## src/rtl/ff_bank_arbiter_if.sv

```systemverilog
// Request/grant bundle between client FSMs and the shared flip-flop bank.
// master: clients drive req/lock/op/wdata; slave: the arbiter returns gnt/owner/busy/q/qbar.
interface ff_bank_arbiter_if #(
    parameter int NUM_REQ    = 4,
    parameter int DATA_WIDTH = 4
);
    localparam int OW = $clog2(NUM_REQ);

    logic [NUM_REQ-1:0]            req;
    logic [NUM_REQ-1:0]            lock;
    logic [2*NUM_REQ-1:0]          op;
    logic [NUM_REQ*DATA_WIDTH-1:0] wdata;
    logic [NUM_REQ-1:0]            gnt;
    logic [OW-1:0]                 owner;
    logic                          busy;
    logic [DATA_WIDTH-1:0]         q;
    logic [DATA_WIDTH-1:0]         qbar;

    modport master (
        output req, lock, op, wdata,
        input  gnt, owner, busy, q, qbar
    );

    modport slave (
        input  req, lock, op, wdata,
        output gnt, owner, busy, q, qbar
    );
endinterface

```

## src/rtl/ff_bank_arbiter.sv

```systemverilog
// Round-robin arbiter sharing one DATA_WIDTH-bit flip-flop bank among NUM_REQ clients.
// Ports: clk, rstn (sync, active-high), bus (slave: req/lock/op/wdata in; gnt/owner/busy/q/qbar out).
module ff_bank_arbiter #(
    parameter int NUM_REQ    = 4,
    parameter int DATA_WIDTH = 4,
    parameter int MAX_BURST  = 4
) (
    input  logic              clk,
    input  logic              rstn,
    ff_bank_arbiter_if.slave  bus
);
    localparam int OW = $clog2(NUM_REQ);
    localparam int CW = $clog2(MAX_BURST + 1);

    typedef enum logic {
        IDLE,
        GRANT
    } state_t;

    typedef enum logic [1:0] {
        OP_NOP    = 2'b00,
        OP_LOAD   = 2'b01,
        OP_TOGGLE = 2'b10,
        OP_CLEAR  = 2'b11
    } op_t;

    state_t                state;
    logic [NUM_REQ-1:0]    gnt_r;
    logic [OW-1:0]         owner_r;
    logic [OW-1:0]         ptr_r;
    logic [CW-1:0]         cnt_r;
    logic [DATA_WIDTH-1:0] q_r;

    op_t                   cur_op;
    logic [DATA_WIDTH-1:0] cur_data;
    logic                  xfer;
    logic                  retain;
    logic                  found;
    logic [OW-1:0]         winner;
    logic [OW-1:0]         cand;
    logic [OW-1:0]         ptr_nxt;
    logic [DATA_WIDTH-1:0] q_nxt;

    // Select the owner's opcode and data slice.
    always_comb begin
        cur_op   = OP_NOP;
        cur_data = '0;
        for (int i = 0; i < NUM_REQ; i++) begin
            if (owner_r == OW'(i)) begin
                cur_op   = op_t'(bus.op[2*i +: 2]);
                cur_data = bus.wdata[i*DATA_WIDTH +: DATA_WIDTH];
            end
        end
    end

    // A granted owner that still requests performs its op this cycle.
    assign xfer   = (state == GRANT) && bus.req[owner_r];
    assign retain = xfer && bus.lock[owner_r]
                    && (cnt_r < CW'(MAX_BURST));

    // Round-robin scan starting at the pointer, wrapping.
    always_comb begin
        found  = 1'b0;
        winner = '0;
        cand   = '0;
        for (int k = 0; k < NUM_REQ; k++) begin
            cand = OW'((int'(ptr_r) + k) % NUM_REQ);
            if (!found && bus.req[cand]) begin
                found  = 1'b1;
                winner = cand;
            end
        end
    end

    assign ptr_nxt = (winner == OW'(NUM_REQ - 1)) ? '0
                                                  : winner + 1'b1;

    always_comb begin
        q_nxt = q_r;
        if (xfer) begin
            unique case (cur_op)
                OP_LOAD:   q_nxt = cur_data;
                OP_TOGGLE: q_nxt = q_r ^ cur_data;
                OP_CLEAR:  q_nxt = '0;
                default:   q_nxt = q_r;
            endcase
        end
    end

    always_ff @(posedge clk) begin
        if (rstn) begin
            state   <= IDLE;
            gnt_r   <= '0;
            owner_r <= '0;
            ptr_r   <= '0;
            cnt_r   <= '0;
            q_r     <= '0;
        end else begin
            q_r <= q_nxt;
            if (retain) begin
                cnt_r <= cnt_r + 1'b1;
            end else if (found) begin
                state   <= GRANT;
                gnt_r   <= NUM_REQ'(1) << winner;
                owner_r <= winner;
                ptr_r   <= ptr_nxt;
                cnt_r   <= CW'(1);
            end else begin
                state <= IDLE;
                gnt_r <= '0;
                cnt_r <= '0;
            end
        end
    end

    assign bus.gnt   = gnt_r;
    assign bus.owner = owner_r;
    assign bus.busy  = |gnt_r;
    assign bus.q     = q_r;
    assign bus.qbar  = ~q_r;

    a_gnt_onehot : assert property (
        @(posedge clk) $onehot0(gnt_r)
    );

    a_state_busy : assert property (
        @(posedge clk) (state == GRANT) == (|gnt_r)
    );
endmodule

```

## src/flat_wrapper.sv

```systemverilog
// flat-port wrapper written by rule: the top's interface ports become plain ports
module ff_bank_arbiter_flat 
#(
    parameter int NUM_REQ    = 4,
    parameter int DATA_WIDTH = 4,
    parameter int MAX_BURST  = 4
)
  (clk, rstn, bus_req, bus_lock, bus_op, bus_wdata, bus_gnt, bus_owner, bus_busy, bus_q, bus_qbar);
  ff_bank_arbiter_if #(.NUM_REQ(NUM_REQ), .DATA_WIDTH(DATA_WIDTH)) bus_i ();
  input  logic clk;
  input  logic rstn;
  input wire logic [$bits(bus_i.req)-1:0] bus_req;
  input wire logic [$bits(bus_i.lock)-1:0] bus_lock;
  input wire logic [$bits(bus_i.op)-1:0] bus_op;
  input wire logic [$bits(bus_i.wdata)-1:0] bus_wdata;
  output wire logic [$bits(bus_i.gnt)-1:0] bus_gnt;
  output wire logic [$bits(bus_i.owner)-1:0] bus_owner;
  output wire logic [$bits(bus_i.busy)-1:0] bus_busy;
  output wire logic [$bits(bus_i.q)-1:0] bus_q;
  output wire logic [$bits(bus_i.qbar)-1:0] bus_qbar;
  assign bus_i.req = bus_req;
  assign bus_i.lock = bus_lock;
  assign bus_i.op = bus_op;
  assign bus_i.wdata = bus_wdata;
  assign bus_gnt = bus_i.gnt;
  assign bus_owner = bus_i.owner;
  assign bus_busy = bus_i.busy;
  assign bus_q = bus_i.q;
  assign bus_qbar = bus_i.qbar;
  ff_bank_arbiter #(.NUM_REQ(NUM_REQ), .DATA_WIDTH(DATA_WIDTH), .MAX_BURST(MAX_BURST)) u_core (.clk(clk), .rstn(rstn), .bus(bus_i));
endmodule
```

## config.mk

```make
export PLATFORM = sky130hd
export DESIGN_NAME = ff_bank_arbiter_flat
export DESIGN_NICKNAME = d
export VERILOG_FILES = /design/src/rtl/ff_bank_arbiter_if.sv /design/src/rtl/ff_bank_arbiter.sv /design/src/flat_wrapper.sv
export SDC_FILE = /design/constraint.sdc
export NUM_CORES = 1
export LEC_CHECK = 0
export CORE_AREA = 2 2 57 59
export CTS_CLUSTER_SIZE = 25
export DETAILED_ROUTE_END_ITERATION = 8
export DIE_AREA = 0 0 59 61
export PLACE_DENSITY = 0.69
export SLEW_MARGIN = 20
export SYNTH_ARGS = -nofsm -noshare
export SYNTH_HDL_FRONTEND = slang
export SYNTH_SLANG_ARGS = --single-unit
```

## constraint.sdc

```tcl
create_clock -name clk -period 2.2 [get_ports clk]
set_clock_uncertainty 0.1 [all_clocks]
set_input_delay 0.22 -clock clk [delete_from_list [all_inputs] [get_ports clk]]
set_output_delay 0.22 -clock clk [all_outputs]
set_load 0.01 [all_outputs]
```

==> key figures, run 1 <==
Die
  • DIE AREA: 0.00360 mm2
  • Cell row count: 20
  • Die width: 59 um
  • Initial Utilization: 0.353
  • Core area: 0.00295 mm2
  • Number of I/O pins: 49
  • Die Y: between 60 and 70 um

STA
  • Relative slew slack: 0.688
  • Final worst path period share: 0.907
  • Hold_ws: roughly 0.38 ns
  • Unrepaired setup endpoints after global routing: true
  • Final-report hold violation count: 0
  • Peak Freq: 0.501 GHz
  • Min Clock Period, post-route: 2.00 ns
  • Setup Viol. Count Final: 0
  • Slew Limit Fails: 0
  • Actual slew at the worst max-slew pin: around 0.47 ns

Logic synthesis
  • FFs w/ async S/R, synth: 0
  • Register area share after synthesis: 0.308
  • Post-synth top area share: 0.308
  • Biggest area consumer among synthesized cells: dfxtp_1
  • #FFs+latches synth: 16
  • Synth Area per Inst: 10.8 um2
  • Cell with the most instances after synthesis: dfxtp_1
  • EDFF count, synth: 0
  • Synth area leaders: dfxtp_1 31%, mux4_1 13%, mux4_2 6.5%
  • Synth warn: 0
  • Mapped Nets: 135
  • Count of mapped cells out of synthesis: 96
  • Synthesized cell area: 0.00104 mm2
  • Post-synth cell types: 30
  • Post-synth top flop: dfxtp_1
  • Synth top cells by count: 16 x dfxtp_1, 14 x inv_1, 8 x nor2_1

Finish
  • # fillers: 278
  • Final Util: 0.552
  • Share of layout cells above drive strength 1: 0.130
  • Ant. Diodes: 0
  • Non-Filler Instances: 187
  • Area Growth Syn to Fin: 56.6%
  • Nets@finish: 195

CTS
  • Clk buf depth: 2
  • Clock latency on the worst-skew pair: 0.28 ns
  • Post-CTS sizing: 0
  • Sink Count: 16
  • Cts hold-fix bufs: 0
  • Clk root buf: clkbuf_4
  • CTS tree: built
  • Htree depth: 1
  • Clock transition at path regs: 0.09 ns
  • Num CTS Buffers: 3

Routing
  • Final ANT Viol Nets: 0
  • WL final: 2620 um
  • Drt pass-1 iters: 4
  • Vias: 966
  • DRC Markers: 0
  • Drt via density: roughly 5.2
  • DR iter-0 viols: 40
  • WL/cell: 14.0 um

GRT
  • Global route overflow: 0
  • GRT Overall Usage: 0.154
  • Vias in the first global route: around 960
  • First-pass GRT wire length: ~4200 um
  • Initial antenna violation count: 0
  • Largest net degree at the start of global routing: 9

Critical path
  • CP endpoint kind: flop
  • FF-to-FF setup slack: 0.20 ns
  • Worst-path maximum fanout: 7
  • WS Path Type: reg2reg
  • CP required: 2.33 ns
  • Crit path DAT: 2.12 ns
  • Crit path launch type: flop

Power and ir drop
  • Power, Total: 1.10 mW
  • LEAKAGE: 0.651 nW
  • Maximum vdd ir drop: 0.275 mV
  • Pwr/cell area: 674 mW/mm2

Place
  • Inst Count DP: 184
  • DP HPWL: around 2200 um
  • Port-buffer cells: 48
  • GPL Wtd Cong: 0.789

Min path
  • HP Class: reg2reg

Job
  • Max cap viols: 0

Status
  • Outcome: finished clean
[worst max-delay path, stage by stage, from the launching register on]
cell and delay (ns):
dfxtp_1 0.36, buf_4 0.14, mux4_2 0.57, xnor2_1 0.19, a2111oi_0 0.41, a221o_1 0.16
[power breakdown]
| group | switching, mW | leakage, nW | internal (mW) |
|---|---|---|---|
| combinational | 0.234 | 0.506 | 0.332 |
| clock | 0.0883 | 0.0138 | 0.0634 |
| sequential | 0.0442 | 0.131 | 0.338 |
[cell type report]
| cell class | count | area, um2 | share of cell area |
|---|---|---|---|
| multi-input combinational | 64 | 646 | 0.396 |
| sequential | 16 | 320 | 0.196 |
| inverter | 14 | 52.6 | 0.0322 |
| tap | 33 | 41.3 | 0.0253 |
| timing repair buffer | 57 | 548 | 0.336 |
| clock buffer | 3 | 22.5 | 0.0138 |
[kinds of logic (layout without fill, tap and decap cells)]
kind of cell / after synthesis / count (layout) / share of synthesized area
simple gates: 25 / 25 / 0.135
compound gates: 24 / 24 / 0.216
flops: 16 / 16 / 0.308
buf+inv: 16 / 74 / 0.0721
mux: 9 / 9 / 0.201
fa+ha+maj: 5 / 5 / 0.0601
xor+xnor: 1 / 1 / 0.00841
[flip-flops by register name (all words and copies together) (netlist names)]
name and count:
u_core.bus.gnt 4, u_core.bus.owner 2, u_core.bus.q 4, u_core.cnt_r 3, u_core.ptr_r 2, u_core.state 1
[layout by cell type (no fill, tap or decap)]
master | Yosys | layout
or2_4 | 1 | 1
dfxtp_1 | 16 | 16
o21a_1 | 1 | 1
nor2_1 | 8 | 8
inv_1 | 14 | 14
a31oi_4 | 2 | 2
nand2b_1 | 1 | 1
nor3_1 | 1 | 1
ha_1 | 5 | 5
a2111oi_0 | 4 | 4
and2_1 | 3 | 3
a21oi_1 | 2 | 2
or4_1 | 1 | 1
o32a_1 | 1 | 1
nand3_1 | 2 | 2
mux4_1 | 5 | 5
clkbuf_4 | 0 | 3
o21ai_0 | 1 | 1
buf_4 | 0 | 9
xnor2_1 | 1 | 1
nor3b_1 | 3 | 3
a221o_1 | 4 | 4
a22o_1 | 4 | 4
clkdlybuf4s50_1 | 0 | 48
o22ai_1 | 1 | 1
a221oi_1 | 1 | 1
nor2b_1 | 4 | 4
mux4_2 | 3 | 3
a21o_1 | 1 | 1
mux2i_1 | 1 | 1
a31o_2 | 2 | 2
nor4_1 | 1 | 1
[metal layers]
| layer | vias up | global-route usage | wire length [um] |
|---|---|---|---|
| met5 | - | 0 | 0 |
| met4 | 0 | 0.0292 | 10 |
| met3 | 2 | 0.0341 | 107 |
| met2 | 23 | 0.279 | 1390 |
| met1 | 450 | 0.189 | 1110 |
| li1 | 491 | - | - |
[worst paths after layout]
kind,from,endpoint,cells after the start
setup / recovery,u_core.bus.owner[0],u_core.bus.q[3],5
hold reg to reg,u_core.cnt_r[0],u_core.cnt_r[0],2
setup reg to reg,u_core.bus.owner[0],u_core.bus.q[3],5
hold / removal,u_core.cnt_r[0],u_core.cnt_r[0],2
[stage by stage]
| stage | area (um2) | setup TNS [ns] | setup WS, ns |
|---|---|---|---|
| floorplan | 1040 | 0 | 0.277 |
| global placement | 1610 | 0 | 0.114 |
| detailed placement | 1610 | 0 | 0.0560 |
| CTS | 1630 | 0 | 0.212 |
| global route | 1630 | -0.00158 | -0.00109 |
| finish | 1630 | 0 | 0.204 |
[what timing repair did]
action | in CTS | in global routing
endpoints found under the hold margin | 0 | 0
endpoints found under the setup margin | 0 | 2
setup buffers | 0 | 0
Note: power is estimated with default switching activity, not from simulation.
==> run 2, diff against run 1 <==
Settings changed: CORE_AREA 2 2 57 59 to 2 2 55 57, DIE_AREA 0 0 59 61 to 0 0 57 59, PLACE_DENSITY 0.69 to 0.84.
==> key figures, run 2 (synthesis results as in run 1) <==
Status
  • Outcome: finished clean (unchanged)

STA
  • Relative slew slack: 0.641 (was 0.688)
  • Slew Limit Fails: 0 (unchanged)
  • Final worst path period share: 0.921 (was 0.907)
  • Actual slew at the worst max-slew pin: 0.538 ns (was 0.466 ns)
  • Setup WS post-layout: 0.174 ns (was 0.204 ns)
  • Final-report hold violation count: 0 (unchanged)
  • Peak Freq: 0.494 GHz (was 0.501 GHz)
  • Hold_ws: 0.387 ns (was 0.383 ns)
  • Unrepaired setup endpoints after global routing: false (was true)
  • Setup Viol. Count Final: 0 (unchanged)
  • Min Clock Period, post-route: 2.03 ns (was 2.00 ns)

Finish
  • Register Area: 320 um2 (unchanged)
  • Area Growth Syn to Fin: 55.6% (was 56.6%)
  • Share of layout cells above drive strength 1: 0.118 (was 0.130)
  • Ant. Diodes: 0 (unchanged)
  • # fillers: 218 (was 278)
  • Nets@finish: 192 (was 195)
  • Post-route cell area: 0.00162 mm2 (was 0.00163 mm2)
  • Most frequent cells in the layout: 48 x clkdlybuf4s50_1, 16 x dfxtp_1, 14 x inv_1 (unchanged)
  • Most common cell after layout, fill and taps aside: clkdlybuf4s50_1 (unchanged)
  • Non-Filler Instances: 183 (was 187)
  • Area of the multi-input gates: 647 um2 (was 646 um2)

Routing
  • DR iter-0 viols: 15 (was 40)
  • WL/cell: 14.2 um (was 14.0 um)
  • Drt via density: 5.39 (was 5.17)
  • Final ANT Viol Nets: 0 (unchanged)
  • DRC Markers: 0 (unchanged)
  • Vias: 987 (was 966)
  • Drt pass-1 iters: 4 (unchanged)
  • WL final: 2600 um (was 2620 um)

Die
  • Core area: 0.00271 mm2 (was 0.00295 mm2)
  • Initial Utilization: 0.384 (was 0.353)
  • Die Y: 59 um (was 61 um)
  • DIE AREA: 0.00336 mm2 (was 0.00360 mm2)
  • Number of I/O pins: 49 (unchanged)
  • Cell row count: 19 (was 20)
  • Die width: 57 um (was 59 um)

Critical path
  • Crit path DAT: 2.15 ns (was 2.12 ns)
  • CP required: 2.33 ns (about the same)
  • FF-to-FF setup slack: 0.17 ns (was 0.20 ns)
  • CP endpoint kind: flop (unchanged)
  • Crit path launch type: flop (unchanged)
  • R2R Path End: u_core.bus.q[1] (was u_core.bus.q[3])
  • Worst-path maximum fanout: 7 (unchanged)
  • Reg2Reg Depth: 4 (was 5)
  • Reg2reg start: u_core.bus.owner[0] (unchanged)
  • WS Path Type: reg2reg (unchanged)

Power and ir drop
  • Pwr/cell area: 689 mW/mm2 (was 674 mW/mm2)
  • LEAKAGE: 0.643 nW (was 0.651 nW)
  • Maximum vdd ir drop: 0.473 mV (was 0.275 mV)

CTS
  • Htree depth: 1 (unchanged)
  • Setup Buffers After CTS: 0 (unchanged)
  • Num CTS Buffers: 3 (unchanged)
  • CTS tree: built (unchanged)
  • Cts hold-fix bufs: 0 (unchanged)
  • Clock transition at path regs: 0.10 ns (was 0.09 ns)
  • Clk buf depth: 2 (unchanged)
  • Clk root buf: clkbuf_4 (unchanged)
  • Clock latency on the worst-skew pair: 0.29 ns (was 0.28 ns)
  • Sink Count: 16 (unchanged)

Place
  • Inst Count DP: 179 (was 184)
  • Port-buffer cells: 48 (unchanged)
  • Placed cell areas: 0.00158 mm2 (was 0.00161 mm2)
  • Setup WS pre-CTS: -0.0333 ns (was 0.0560 ns)
  • DP HPWL: 2210 um (was 2240 um)
  • GPL Wtd Cong: 0.781 (was 0.789)

GRT
  • Global route overflow: 0 (unchanged)
  • GRT Overall Usage: 0.159 (was 0.154)
  • First-pass GRT wire length: 4220 um (was 4240 um)
  • Largest net degree at the start of global routing: 10 (was 9)
  • Vias in the first global route: 1021 (was 956)
  • Initial antenna violation count: 0 (unchanged)

Min path
  • Hold wc startpoint: u_core.cnt_r[0] (unchanged)
  • Min-Delay Path Depth: 2 (unchanged)
  • Worst Hold End: u_core.cnt_r[0] (unchanged)
  • HP Class: reg2reg (unchanged)

Job
  • Max cap viols: 0 (unchanged)
## run 2: cell count changes in the layout (fill, tap and decap cells not counted), sizes merged
cell and delta:
buf -3, clkbuf +1
## run 2: timing repair
item                                    CTS  global route
endpoints found under the setup margin    0             1
gates resized for setup                   0             1
endpoints found under the hold margin     0             0
## run 2: how the worst max path moves through the flow
stage | startpoint | to
after global placement | bus_req[3] | u_core.ptr_r[1]
after floorplan | u_core.bus.owner[0] | u_core.bus.q[0]
final | u_core.bus.owner[0] | u_core.bus.q[1]
after global routing | u_core.bus.owner[0] | u_core.bus.q[1]
after detailed placement | bus_req[1] | u_core.bus.q[3]
after CTS | u_core.bus.owner[0] | u_core.bus.q[1]
## run 2: per-stage QoR
stage	setup TNS, ns	utilization	power, mW
after floorplan	0	-	0.702
after global placement	0	0.584	0.906
after detailed placement	-0.118	0.584	0.929
after CTS	0	0.597	1.12
after global routing	0	0.598	1.19
final	0	0.598	1.12
## run 2: report_power, final
group	switching (mW)	leakage, nW	total, mW	internal (mW)
Combinational	0.227	0.491	0.536	0.310
Clock	0.0926	0.0210	0.193	0.101
Sequential	0.0489	0.131	0.386	0.337
Total	0.368	0.643	1.12	0.748
## run 2: critical path: stages, from the launching register on
cell	delay [ns]
dfxtp_1	0.46
mux4_2	0.62
xnor2_1	0.20
a2111oi_0	0.42
a221o_1	0.16
## run 2: cell type report
cell class	count	share of cell area
clock buffer	4	0.0224
inverter	14	0.0324
timing repair buffer	54	0.324
sequential	16	0.198
multi-input combinational	64	0.399
tap	31	0.0239
## run 2: metal layers
layer	vias up	routed length (um)	track usage
met5	-	0	0
met1	455	1010	0.169
met4	0	35	0.0598
met2	44	1350	0.294
met3	4	213	0.0524
li1	484	-	-
==> run 3, diff against run 2 <==
Settings changed: CELL_PAD_IN_SITES_DETAIL_PLACEMENT set to 1, CELL_PAD_IN_SITES_GLOBAL_PLACEMENT set to 2, CORE_AREA 2 2 55 57 to 2 2 77 64, DIE_AREA 0 0 57 59 to 0 0 79 66, PLACE_DENSITY 0.84 to 0.87.
==> key figures, run 3 (synthesis results as in run 1) <==
Status
  • Outcome: finished clean (unchanged)

STA
  • Slew Limit Fails: 0 (unchanged)
  • Final worst path period share: 0.938 (was 0.921)
  • Peak Freq: 0.485 GHz (was 0.494 GHz)
  • Unrepaired setup endpoints after global routing: true (was false)
  • Final-report hold violation count: 0 (unchanged)
  • Relative slew slack: 0.692 (was 0.641)
  • Actual slew at the worst max-slew pin: 0.461 ns (was 0.538 ns)
  • Setup Viol. Count Final: 0 (unchanged)
  • Min Clock Period, post-route: 2.06 ns (was 2.03 ns)
  • Setup WS post-layout: 0.136 ns (was 0.174 ns)
  • TNS Setup: 0 ns (unchanged)

CTS
  • Clock latency on the worst-skew pair: 0.25 ns (was 0.29 ns)
  • Clk buf depth: 2 (unchanged)
  • Num CTS Buffers: 3 (unchanged)
  • Htree depth: 1 (unchanged)
  • Clock transition at path regs: 0.07 ns (was 0.10 ns)
  • CTS tree: built (unchanged)
  • Setup Buffers After CTS: 0 (unchanged)
  • Clk root buf: clkbuf_8 (was clkbuf_4)
  • Sink Count: 16 (unchanged)

Finish
  • Area Growth Syn to Fin: 62.4% (was 55.6%)
  • Most frequent cells in the layout: 48 x clkdlybuf4s50_1, 15 x dfxtp_1, 14 x inv_1 (was 48 x clkdlybuf4s50_1, 16 x dfxtp_1, 14 x inv_1)
  • Register Area: 322 um2 (was 320 um2)
  • # fillers: 507 (was 218)
  • Nets@finish: 194 (was 192)
  • Non-Filler Instances: 214 (was 183)
  • Most common cell after layout, fill and taps aside: clkdlybuf4s50_1 (unchanged)
  • Post-route cell area: 0.00169 mm2 (was 0.00162 mm2)
  • Ant. Diodes: 0 (unchanged)
  • Area of the multi-input gates: 646 um2 (was 647 um2)
  • Share of layout cells above drive strength 1: 0.136 (was 0.118)

Die
  • Die Y: 66 um (was 59 um)
  • Initial Utilization: 0.233 (was 0.384)
  • Die width: 79 um (was 57 um)
  • Number of I/O pins: 49 (unchanged)
  • Cell row count: 22 (was 19)
  • DIE AREA: 0.00521 mm2 (was 0.00336 mm2)
  • Core area: 0.00446 mm2 (was 0.00271 mm2)

Power and ir drop
  • Internal power: 823 uW (was 748 uW)
  • Sw Share: 0.328 (was 0.330)
  • LEAKAGE: 0.661 nW (was 0.643 nW)
  • Combinational Power Share: 0.458 (was 0.481)
  • Power, Total: 1.22 mW (was 1.12 mW)
  • Maximum vdd ir drop: 0.278 mV (was 0.473 mV)
  • Clock power share: 0.217 (was 0.173)
  • Pwr/cell area: 724 mW/mm2 (was 689 mW/mm2)
  • Psw: 401 uW (was 368 uW)
  • Sequential cell fraction of total power: 0.325 (was 0.346)

Critical path
  • FF-to-FF setup slack: 0.14 ns (was 0.17 ns)
  • Reg2Reg Depth: 4 (unchanged)
  • Critical path endpoint: u_core.bus.q[2] (was u_core.bus.q[1])
  • CP required: 2.30 ns (was 2.33 ns)
  • CP startpoint: u_core.bus.owner[0] (unchanged)
  • Crit path launch type: flop (unchanged)
  • Worst-path maximum fanout: 7 (unchanged)
  • Crit path DAT: 2.16 ns (was 2.15 ns)
  • WS Path Type: reg2reg (unchanged)
  • R2R Path End: u_core.bus.q[2] (was u_core.bus.q[1])
  • CP endpoint kind: flop (unchanged)
  • Reg2reg start: u_core.bus.owner[0] (unchanged)

Place
  • GPL Wtd Cong: 0.764 (was 0.781)
  • Placed cell areas: 0.00163 mm2 (was 0.00158 mm2)
  • Inst Count DP: 210 (was 179)
  • Setup WS pre-CTS: -0.0274 ns (was -0.0333 ns)
  • Port-buffer cells: 48 (unchanged)
  • DP HPWL: 2780 um (was 2210 um)

Job
  • Max cap viols: 0 (unchanged)

GRT
  • Largest net degree at the start of global routing: 10 (unchanged)
  • Vias in the first global route: 1077 (was 1021)
  • Initial antenna violation count: 0 (unchanged)
  • GRT Overall Usage: 0.129 (was 0.159)
  • First-pass GRT wire length: 5210 um (was 4220 um)
  • Global route overflow: 0 (unchanged)

Routing
  • Vias: 991 (was 987)
  • Drt via density: 4.63 (was 5.39)
  • WL/cell: 15.4 um (was 14.2 um)
  • DR iter-0 viols: 19 (was 15)
  • WL final: 3300 um (was 2600 um)
  • Final ANT Viol Nets: 0 (unchanged)
  • DRC Markers: 0 (unchanged)
  • Drt pass-1 iters: 4 (unchanged)

Min path
  • HP Class: reg2reg (unchanged)
[run 3: cell types whose count changed in the layout (fill, tap and decap cells not counted), sizes merged]
cell  previous run  this run
buf              6         8
[run 3: layout make-up]
class | instances | area share
Multi-Input combinational cell | 64 | 0.382
Timing Repair Buffer | 56 | 0.320
Sequential cell | 16 | 0.190
Tap cell | 60 | 0.0444
Clock buffer | 4 | 0.0326
Inverter | 14 | 0.0311
[run 3: per-stage QoR]
stage                util  hold slack (ns)
CTS                 0.379            0.389
finish              0.379            0.388
detailed placement  0.366            0.373
global route        0.379            0.420
global placement    0.366            0.357
floorplan               -            0.192
[run 3: power groups by stage]
stage                     sequential (mW)  clock (mW)  combinational (mW)
after global routing                0.407       0.278               0.614
after floorplan                     0.391           0               0.311
final                               0.398       0.265               0.561
after detailed placement            0.404           0               0.567
after global placement              0.398           0               0.542
after CTS                           0.399       0.272               0.572
[run 3: worst min path at each step]
stage / start / to / slack, ns / depth (start not counted)
after floorplan: rstn / u_core.ptr_r[1] / 0.19 / 1
after global placement: u_core.cnt_r[0] / u_core.cnt_r[0] / 0.36 / 2
after detailed placement: u_core.cnt_r[0] / u_core.cnt_r[0] / 0.37 / 2
after CTS: u_core.cnt_r[0] / u_core.cnt_r[0] / 0.39 / 2
after global routing: u_core.cnt_r[0] / u_core.cnt_r[0] / 0.42 / 2
final: u_core.cnt_r[0] / u_core.cnt_r[0] / 0.39 / 2
[run 3: worst max-delay path, cell delays in order (launching register included)]
cell and delay, ns:
dfxtp_2 0.45, mux4_2 0.62, xnor2_1 0.21, a2111oi_0 0.45, a221o_1 0.18
[run 3: metal layers]
metal / up-vias / global-route usage / wire [um]
met1: 469 / 0.149 / 1350
met2: 37 / 0.238 / 1720
met3: 2 / 0.0301 / 204
met4: 0 / 0.0345 / 20
met5: - / 0 / 0
li1: 483 / - / -
[run 3: what timing repair did]
| action | in CTS | in global routing |
|---|---|---|
| endpoints found under the hold margin | 0 | 0 |
| endpoints found under the setup margin | 1 | 2 |
| resized for setup | 1 | 0 |
| hold buffers | 0 | 0 |
| pin swaps | 0 | 0 |
